**src/rtl/branch_ctrl_fsm_if.sv**
```systemverilog
// Handshake bundle between the control unit and the branch controller:
// request/opcode/condition result in, compare/PC control and statistics out.
interface branch_ctrl_fsm_if #(
    parameter int CNT_W = 16
);
    logic             start;
    logic [5:0]       opcode;
    logic             taken;
    logic             alu_cmp;
    logic             cmp_en;
    logic [1:0]       cmp_op;
    logic             pc_write;
    logic [1:0]       pc_source;
    logic             busy;
    logic             done;
    logic             invalid;
    logic [CNT_W-1:0] taken_cnt;
    logic [CNT_W-1:0] nt_cnt;

    modport master (
        output start, opcode, taken,
        input  alu_cmp, cmp_en, cmp_op, pc_write, pc_source,
        input  busy, done, invalid, taken_cnt, nt_cnt
    );

    modport slave (
        input  start, opcode, taken,
        output alu_cmp, cmp_en, cmp_op, pc_write, pc_source,
        output busy, done, invalid, taken_cnt, nt_cnt
    );
endinterface

```
**src/rtl/branch_ctrl_fsm.sv**
```systemverilog
// Conditional-branch sequencer: compare, evaluate, write PC, with saturating
// taken / not-taken statistics counters.
module branch_ctrl_fsm #(
    parameter int         CNT_W  = 16,
    parameter logic [1:0] BR_SRC = 2'b01
) (
    input logic              clk,
    input logic              reset,
    branch_ctrl_fsm_if.slave bus
);
    typedef enum logic [1:0] {
        IDLE    = 2'd0,
        COMPARE = 2'd1,
        EVAL    = 2'd2,
        WRITE   = 2'd3
    } state_t;

    state_t     state_reg;
    state_t     state_next;
    logic [1:0] cmp_op_reg;
    logic       taken_reg;
    logic       invalid_reg;
    logic       is_branch;
    logic       accept;

    logic       alu_cmp;
    logic       cmp_en;
    logic       pc_write;
    logic [1:0] pc_source;
    logic       busy;
    logic       done;

    // BEQ/BNE/BLE/BGT occupy opcodes 6'h04..6'h07
    assign is_branch = (bus.opcode[5:2] == 4'b0001);
    assign accept    = (state_reg == IDLE) && bus.start && is_branch;

    always_ff @(posedge clk) begin
        if (reset) begin
            state_reg <= IDLE;
        end else begin
            state_reg <= state_next;
        end
    end

    always_comb begin
        state_next = state_reg;
        case (state_reg)
            IDLE:    if (accept) state_next = COMPARE;
            COMPARE: state_next = EVAL;
            EVAL:    state_next = WRITE;
            WRITE:   state_next = IDLE;
            default: state_next = IDLE;
        endcase
    end

    always_ff @(posedge clk) begin
        if (reset) begin
            cmp_op_reg  <= 2'b00;
            taken_reg   <= 1'b0;
            invalid_reg <= 1'b0;
        end else begin
            invalid_reg <= (state_reg == IDLE) && bus.start && !is_branch;
            if (accept) begin
                cmp_op_reg <= bus.opcode[1:0];
            end
            if (state_reg == EVAL) begin
                taken_reg <= bus.taken;
            end
        end
    end

    // Instance 0 counts taken outcomes, instance 1 not-taken; both saturate
    for (genvar gi = 0; gi < 2; gi++) begin : g_cnt
        localparam logic SENSE = (gi == 0);
        logic [CNT_W-1:0] cnt_reg;
        logic             inc;

        assign inc = (state_reg == EVAL) && (bus.taken == SENSE);

        always_ff @(posedge clk) begin
            if (reset) begin
                cnt_reg <= '0;
            end else if (inc && (cnt_reg != '1)) begin
                cnt_reg <= cnt_reg + CNT_W'(1);
            end
        end
    end

    // Reset masks the decoded outputs so an aborted branch never leaks a strobe
    always_comb begin
        alu_cmp   = 1'b0;
        cmp_en    = 1'b0;
        pc_write  = 1'b0;
        pc_source = 2'b00;
        busy      = 1'b0;
        done      = 1'b0;
        if (!reset) begin
            case (state_reg)
                COMPARE: begin
                    alu_cmp = 1'b1;
                    busy    = 1'b1;
                end
                EVAL: begin
                    alu_cmp = 1'b1;
                    cmp_en  = 1'b1;
                    busy    = 1'b1;
                end
                WRITE: begin
                    busy      = 1'b1;
                    done      = 1'b1;
                    pc_write  = taken_reg;
                    pc_source = taken_reg ? BR_SRC : 2'b00;
                end
                default: ;
            endcase
        end
    end

    assign bus.alu_cmp   = alu_cmp;
    assign bus.cmp_en    = cmp_en;
    assign bus.pc_write  = pc_write;
    assign bus.pc_source = pc_source;
    assign bus.busy      = busy;
    assign bus.done      = done;
    assign bus.cmp_op    = reset ? 2'b00 : cmp_op_reg;
    assign bus.invalid   = !reset && invalid_reg;
    assign bus.taken_cnt = reset ? '0 : g_cnt[0].cnt_reg;
    assign bus.nt_cnt    = reset ? '0 : g_cnt[1].cnt_reg;
endmodule

```
**src/flat_wrapper.sv**
```systemverilog
// flat-port wrapper written by rule: the top's interface ports become plain ports
module branch_ctrl_fsm_flat 
#(
    parameter int         CNT_W  = 16,
    parameter logic [1:0] BR_SRC = 2'b01
)
  (clk, reset, bus_start, bus_opcode, bus_taken, bus_alu_cmp, bus_cmp_en, bus_cmp_op, bus_pc_write, bus_pc_source, bus_busy, bus_done, bus_invalid, bus_taken_cnt, bus_nt_cnt);
  branch_ctrl_fsm_if #(.CNT_W(CNT_W)) bus_i ();
  input logic clk;
  input logic reset;
  input wire logic [$bits(bus_i.start)-1:0] bus_start;
  input wire logic [$bits(bus_i.opcode)-1:0] bus_opcode;
  input wire logic [$bits(bus_i.taken)-1:0] bus_taken;
  output wire logic [$bits(bus_i.alu_cmp)-1:0] bus_alu_cmp;
  output wire logic [$bits(bus_i.cmp_en)-1:0] bus_cmp_en;
  output wire logic [$bits(bus_i.cmp_op)-1:0] bus_cmp_op;
  output wire logic [$bits(bus_i.pc_write)-1:0] bus_pc_write;
  output wire logic [$bits(bus_i.pc_source)-1:0] bus_pc_source;
  output wire logic [$bits(bus_i.busy)-1:0] bus_busy;
  output wire logic [$bits(bus_i.done)-1:0] bus_done;
  output wire logic [$bits(bus_i.invalid)-1:0] bus_invalid;
  output wire logic [$bits(bus_i.taken_cnt)-1:0] bus_taken_cnt;
  output wire logic [$bits(bus_i.nt_cnt)-1:0] bus_nt_cnt;
  assign bus_i.start = bus_start;
  assign bus_i.opcode = bus_opcode;
  assign bus_i.taken = bus_taken;
  assign bus_alu_cmp = bus_i.alu_cmp;
  assign bus_cmp_en = bus_i.cmp_en;
  assign bus_cmp_op = bus_i.cmp_op;
  assign bus_pc_write = bus_i.pc_write;
  assign bus_pc_source = bus_i.pc_source;
  assign bus_busy = bus_i.busy;
  assign bus_done = bus_i.done;
  assign bus_invalid = bus_i.invalid;
  assign bus_taken_cnt = bus_i.taken_cnt;
  assign bus_nt_cnt = bus_i.nt_cnt;
  branch_ctrl_fsm #(.CNT_W(CNT_W), .BR_SRC(BR_SRC)) u_core (.clk(clk), .reset(reset), .bus(bus_i));
endmodule
```
**config.mk**
```make
export PLATFORM = sky130hd
export DESIGN_NAME = branch_ctrl_fsm_flat
export DESIGN_NICKNAME = d
export VERILOG_FILES = /design/src/rtl/branch_ctrl_fsm_if.sv /design/src/rtl/branch_ctrl_fsm.sv /design/src/flat_wrapper.sv
export SDC_FILE = /design/constraint.sdc
export NUM_CORES = 1
export LEC_CHECK = 0
export CELL_PAD_IN_SITES_DETAIL_PLACEMENT = 1
export CELL_PAD_IN_SITES_GLOBAL_PLACEMENT = 1
export CORE_MARGIN = 10
export CORE_UTILIZATION = 37
export CTS_BUF_LIST = sky130_fd_sc_hd__clkbuf_4 sky130_fd_sc_hd__clkbuf_8 sky130_fd_sc_hd__clkbuf_16
export DETAILED_ROUTE_END_ITERATION = 8
export DONT_BUFFER_PORTS = 1
export PLACE_DENSITY = 0.65
export SLEW_MARGIN = 20
export SYNTH_ARGS = -nofsm -noshare
export SYNTH_HDL_FRONTEND = slang
export SYNTH_SLANG_ARGS = --single-unit
```
**constraint.sdc**
```tcl
create_clock -name clk -period 2.6 [get_ports clk]
set_input_delay 0.78 -clock clk [delete_from_list [all_inputs] [get_ports clk]]
set_output_delay 0.78 -clock clk [all_outputs]
set_load 0.05 [all_outputs]
```
==> Yosys cells after proc, flatten, opt, wreduce, memory -nomap -nowiden <==
Cells that the tools add are included.
{ "classes": {"n_addsub": 2, "eq_ne": 7, "n_mux": 18, "n_bitwise": 1, "reduce_logical": 13} }
{ "op_table": {"columns": ["cell", "count"], "rows": [
  ["adder 16 x 1 -> 16 bit (second input constant)", 2],
  ["2-to-1 mux 16 bit", 2],
  ["inequality test 16 bit (second input constant)", 2],
  ["2-to-1 mux 1 bit", 11],
  ["logical AND 1 bit", 8],
  ["2-to-1 mux 2 bit", 4],
  ["one-hot mux 2 bit (4 select lines)", 1],
  ["== test 2 bit (second input constant)", 2],
  ["== test 4 x 1 -> 1 bit (second input constant)", 1],
  ["OR reduction 3 bit", 1],
  ["== test 2 x 1 -> 1 bit (second input constant)", 1],
  ["logical NOT 1 bit", 2],
  ["logical NOT 2 bit", 1],
  ["inequality test 2 x 1 -> 1 bit (second input constant)", 1],
  ["OR reduction 2 bit", 1],
  ["NOT 1 bit", 1]
]} }
{ "word_totals": {"register_bits": 38, "wordCells": 47} }

==> Logic depth before layout (Yosys ltp) <==
{ "depth": {"word_depth": 5, "ltp_mapped": 7, "mapped_depth_nobuf": 7} }

==> Least setup slack after synthesis <==
No wires, ideal clock.
{ "synth_path": {"path_type": "input-to-output", "from": "input port reset", "to": "output port bus_pc_source[0]", "t_arrival_ns": 2.543, "required_ns": 1.820, "setup_slack_ns": -0.723, "path_stages": 4, "cell_sequence": "clkbuf_1 -> nor2b_1 -> and2_1 -> buf_4"} }
{ "synth_via": {"elab_chain_len": 1} }
{ "synth_rtl": {"columns": ["element", "line", "text"], "rows": [
  ["start: declaration", "flat_wrapper.sv:10", "input logic reset;"],
  ["2-to-1 mux 2 bit", "branch_ctrl_fsm.sv:97", "if (!reset) begin"],
  ["end: declaration", "flat_wrapper.sv:18", "output wire logic [$bits(bus_i.pc_source)-1:0] bus_pc_source;"]
]} }
Every way passes these cells.

==> Final worst setup path <==
{ "layout_path": {"from": "register u_core.g_cnt[0].cnt_reg[0]", "to": "register u_core.g_cnt[0].cnt_reg[2]"} }
{ "layout_via": {"elab_chain_len": 2, "elab_cells_between_ends": 3} }
{ "layout_rtl": {"columns": ["element", "line", "text"], "rows": [
  ["start: declaration", "branch_ctrl_fsm.sv:75", "logic [CNT_W-1:0] cnt_reg;"],
  ["start signal: assignment", "branch_ctrl_fsm.sv:84", "cnt_reg <= cnt_reg + CNT_W'(1);"],
  ["parallel branches: the longest is 2 deep, another holds adder 16 x 1 -> 16 bit", null, null]
]} }
Several ways; the timed one is not identified.
A chain may end at the register's enable or synchronous reset.

==> reports/metrics.cfg <==
[status]
status = finished, final reports clean

[cells_and_area]
drive_gt1_frac = 0.217
largest_register_ffs = 32
nFillCells = 701
nNetsFinal = 310
fin_area_sq_um = 2630
area_delta_synth_final_pct = 20.6
utilization = 0.469
num_antenna_cells = 0
finalNonFillerCells = 367

[flow_run]
drv_cap = 0

[critical_path]
end_kind = register
r2r-start = u_core.g_cnt[0].cnt_reg[0]
start_kind = register
worst-setup-path-type = register to register
crit_required_ns = 2.80
slowest_stage = nor3_1
cp.arrival_ns = 2.39
cp_max_fo = 5
crit_start = u_core.g_cnt[0].cnt_reg[0]
path_cells = ha_1 > nand3_1 > nor3_1 > a21oi_1 > nand2_1 > mux2_2
max_stage_delay_ns = 0.55
worst-r2r-cell-count = 6

[clock_tree]
ctsHoldBuffers = 0
cts_resized = 0
htree_levels = 2
cts_tree = done
clk_latency_ns = 0.30
numCtsBuffers = 5
clockRootBuffer = clkbuf_8
cts_setup_buffers = 0
cts_buffer_depth = 2
cts.clk_slew.worst_paths_ns = 0.08
cts.sinks = 38

[yosys]
syn-num-nets = 279
syn_avg_cell_area_sq_um = 8.30
synth_cells = 263
syn_area_sq_um = 2180
synth_area_leaders = dfxtp_1 35%, nor2b_1 10%, nor2_1 7.7%
synth_edf_count = 0
async_flop_share = 0
synth_top_area_frac = 0.349
ys_ff_latch = 38
synth_cell_types = 42
ys.flop_type = dfxtp_1
yosysWarningCount = 0
yosysSeqAreaShare = 0.349
synth_top_cell_by_area = dfxtp_1

[sta]
setup_violations = 0
slew_viol_final = 0
totalNegativeSetupSlack_ns = 0
timing.hold.ws_ns = 0.475
slew_headroom = 0.587
fmax_ghz = 0.455
setup_slack_ns = 0.403
rsz0062_at_grt = no
worstMarginPinSlew_ns = 0.614
hold_violations = 0
post-route-period-util = 0.845
skew_ns = 0.0117
timing.final.crit_period_ns = 2.20

[floorplanning]
row_count = 27
ios = 52
core_area_sq_um = 5610
die_h_um = 96.8
die_x_um = 96.8
start_util = 0.389
die-area_sq_um = 9370

[global_route]
grt_pass1_wl_mm = 9.47
grt_max_degree = 78
gr-total-overflow = 0
antenna_found_initial = 0
grt_pass1_vias = 1935
grt_usage = 0.118

[power]
p_comb_frac = 0.150
switchingPower_mw = 0.347
p_int_mw = 0.886
p_clk_frac = 0.355
leakage_nw = 0.974
switching_share = 0.281
report.power.total_mw = 1.23
p_seq_frac = 0.495
power_density_nw_per_um2 = 469
ir_drop_mv = 0.266

[min_path]
hp-start = u_core.taken_reg
hp-class = register to register
hold_depth = 2

[placement]
placed_area_sq_um = 2540
pre_cts_slack_ns = 0.469
place.gp.congestion = 0.767
placed_cells = 359
dp_hpwl_mm = 4.13
portBuffers = 0

[detailed_routing]
drt_iter0_drc = 69
viasPerCell = 5.14
drt-pass1-iter-count = 4
wl_mm = 5.47
ant_nets = 0
wl_per_cell_um = 14.9
dr_total_vias = 1888
route.detailed.drc = 0

-- final timing paths --
path	end	slack [ns]
setup / recovery	u_core.g_cnt[0].cnt_reg[2]	0.40
hold reg to reg	u_core.taken_reg	0.47
setup reg to reg	u_core.g_cnt[0].cnt_reg[2]	0.40
hold / removal	u_core.taken_reg	0.47
-- placed cells by master, fill, tap and decap left out, types with 2 or more instances in the layout --
cell type and instances:
inv_1 6, xor2_1 3, dfxtp_1 38, xnor2_1 18, nor2_4 5, nor2b_1 33
a211oi_1 5, buf_4 35, o21ai_0 2, nand2_1 17, nand3_1 9, or3_1 3
a31oi_1 2, and2_1 2, a21oi_1 7, mux2i_1 4, nand2b_1 3, nor2_1 40
ha_1 6, mux2_2 3, clkbuf_8 6, and3_1 7, nor3_1 10, nor4_1 2
nand4_1 7
-- kinds of logic after synthesis --
group	after synthesis	share of synthesized area
simple gates	151	0.385
flops	38	0.349
compound gates	21	0.0745
xor+xnor	21	0.0843
buf+inv	17	0.0327
mux	8	0.0390
fa+ha+maj	6	0.0344
other cells	1	0.00172
-- critical path: cells and delay by family, from the launching register on --
kind,cells,cell delay (ns)
compound gates,1,0.31
mux,1,0.33
fa+ha+maj,1,0.25
simple gates,3,0.80
flops,1,0.40
-- routing by layer --
layer,wire length [um],GRT usage,part of all wire,up-vias
met1,2620,0.146,0.48,893
met5,0,0,0,-
met2,2510,0.185,0.46,36
met3,266,0.0362,0.049,8
met4,79,0.0451,0.014,0
li1,-,-,-,951
-- Yosys cell counts (all sizes together) (3+ instances only) --
library cell / instances
clkbuf: 5
and3: 7
ha: 6
and2: 3
nand4: 8
xor2: 3
buf: 6
xnor2: 18
nand3: 10
nor2b: 35
nand2: 17
nor4: 4
a21oi: 7
mux2: 4
a211oi: 5
mux2i: 4
or3: 4
nor2: 45
nor3: 11
inv: 6
nand2b: 3
dfxtp: 38
-- layout make-up --
class / instances / area (sq um) / share of cell area
multi-input cells: 208 / 1400 / 0.532
repair buffers: 35 / 263 / 0.0999
clock buffers: 7 / 90.1 / 0.0342
well taps: 72 / 90.1 / 0.0342
clock inverters: 1 / 5.00 / 0.00190
flip-flops and latches: 38 / 761 / 0.289
inverters: 6 / 22.5 / 0.00856
-- power groups by stage --
stage | clock network [mW] | logic (mW) | registers, mW
final | 0.438 | 0.185 | 0.610
after floorplan | 0 | 0.172 | 0.621
after global routing | 0.481 | 0.210 | 0.613
after global placement | 0 | 0.182 | 0.623
after detailed placement | 0 | 0.187 | 0.624
after CTS | 0.452 | 0.189 | 0.610
(Power assumes the default switching activity.)
==> patch (same settings) <==
Put a register stage on the output `bus.taken_cnt`. The value now appears one clock later.
--- a/src/rtl/branch_ctrl_fsm.sv
+++ b/src/rtl/branch_ctrl_fsm.sv
@@ -125,5 +125,7 @@
     assign bus.cmp_op    = reset ? 2'b00 : cmp_op_reg;
     assign bus.invalid   = !reset && invalid_reg;
-    assign bus.taken_cnt = reset ? '0 : g_cnt[0].cnt_reg;
+    always_ff @(posedge clk) begin
+        bus.taken_cnt <= reset ? '0 : g_cnt[0].cnt_reg;
+    end
     assign bus.nt_cnt    = reset ? '0 : g_cnt[1].cnt_reg;
 endmodule
Check against the original RTL: not equivalent (a bounded check fails within 4 cycles, from zero or initial values and one cycle with reset high).
==> patch against the original RTL <==
  * Clock power increased by 53%
  * Utilization shrank 2.7 points
  * Design area is 8.0% higher
  * Hold slack improved by 0.0072 ns
  * Sequential cell count grew 16
  * Synthesized area up 13%
  * Worst setup slack got worse by 0.044 ns
  * Wire length rose by 3.9%
  * Power increased by 41%
==> patch: results (changes against the original RTL) <==
synthArstFlopShare_pct: 0  # unchanged
route.met3.wl_um: 383  # +44%
pg_seq_mw: 0.862  # +41%
dp_hpwl_um: 4158  # +0.59%
portBuffers: 0  # unchanged
p_comb_share_pct: 11.5  # -3.5 points
crit_family: "flip-flops"
tns_ns: 0  # unchanged
routed_wl_um: 5684  # +3.9%
dr_wl_met2_um: 2543  # +1.4%
yosys_warnings: 0  # unchanged
fin_skew_ns: 0.008008  # -0.003661 ns
path_max_fanout: 8  # +3
tightest_slew_ns: 0.6076  # -0.006515 ns
drive_above_1_share_pct: 18.62  # -3.1 points
grt_pass1_wl_um: 9528  # +0.58%
ys_seq_area_share_pct: 43.66  # +8.8 points
met1Wirelength_um: 2701  # +3.2%
path_clk_slew_ns: 0.09
drtIter0Drc: 82  # +19%
cp_slowest_cell: "dfxtp_1"
ys_types: 43  # +2.4%
post_cts_buffers: 0  # unchanged
max_stage_delay_ns: 0.33  # -0.22 ns
gp_congestion: 0.7477  # -2.5%
grt_pass1_vias: 1979  # +2.3%
viasPerCell: 5.398  # +4.9%
nFillCells: 732  # +4.4%
status: "finished, final reports clean"
peakVddDrop_mv: 0.2406  # -9.4%
grtUsageTotal_pct: 11.20  # -0.57 points
syn_nets: 293  # +5.0%
final_nets: 305  # -1.6%
worstPathArrival_ns: 1.46  # -0.93 ns
power.switching_mw: 0.4297  # +24%
clk_path_buf_depth: 2  # unchanged
synth_common_cells: "dfxtp_1, nor2b_1, nor2_1"
p_leak_nw: 1.040  # +6.8%
patch: worst paths after layout:
| check | startpoint | to | slack (ns) | depth (start not counted) |
|---|---|---|---|---|
| setup / recovery | u_core.state_reg[0] | bus_cmp_en | 0.36 | 4 |
| hold / removal | u_core.taken_reg | u_core.taken_reg | 0.48 | 2 |
| setup reg to reg | u_core.state_reg[0] | u_core.g_cnt[0].cnt_reg[15] | 0.44 | 6 |
| hold reg to reg | u_core.taken_reg | u_core.taken_reg | 0.48 | 2 |
patch: kinds of logic after synthesis:
| logic type | share of synthesized area (%) |
|---|---|
| AND/OR/NAND/NOR | 32.69 |
| buffers and inverters | 3.588 |
| other | 0.1514 |
| adder cells (fa/ha/maj) | 3.032 |
| flip-flops | 43.66 |
| multiplexers | 7.580 |
| AO/OA/AOI/OAI | 9.298 |
patch: through the flow:
stage / utilization, % / setup WS [ns] / total power, mW / cell area (sq um) / instances
3_5_place_dp: 42.10 / 0.4481 / 1.085 / 2704 / 359
3_3_place_gp: 42.10 / 0.4831 / 1.081 / 2704 / 359
2_1_floorplan: - / -0.1031 / 1.061 / 2535 / 277
5_1_grt: 44.24 / 0.2303 / 1.812 / 2841 / 367
4_1_cts: 44.24 / 0.3260 / 1.756 / 2841 / 367
6_report: 44.24 / 0.3594 / 1.734 / 2841 / 367
patch: area by class of cell:
type,count,area (sq um),area share [%]
timing repair buffer,18,135.1,4.756
clock buffer,5,68.82,2.422
sequential,54,1081,38.04
clock inverter,3,68.82,2.422
multi-input combinational,202,1361,47.91
tap,77,96.34,3.391
inverter,8,30.03,1.057
patch: per-layer routing:
metal / global-route usage [%] / vias up
met5: 0 / -
met4: 3.410 / 0
met3: 3.744 / 5
met2: 17.69 / 36
met1: 14.09 / 931
li1: - / 1009
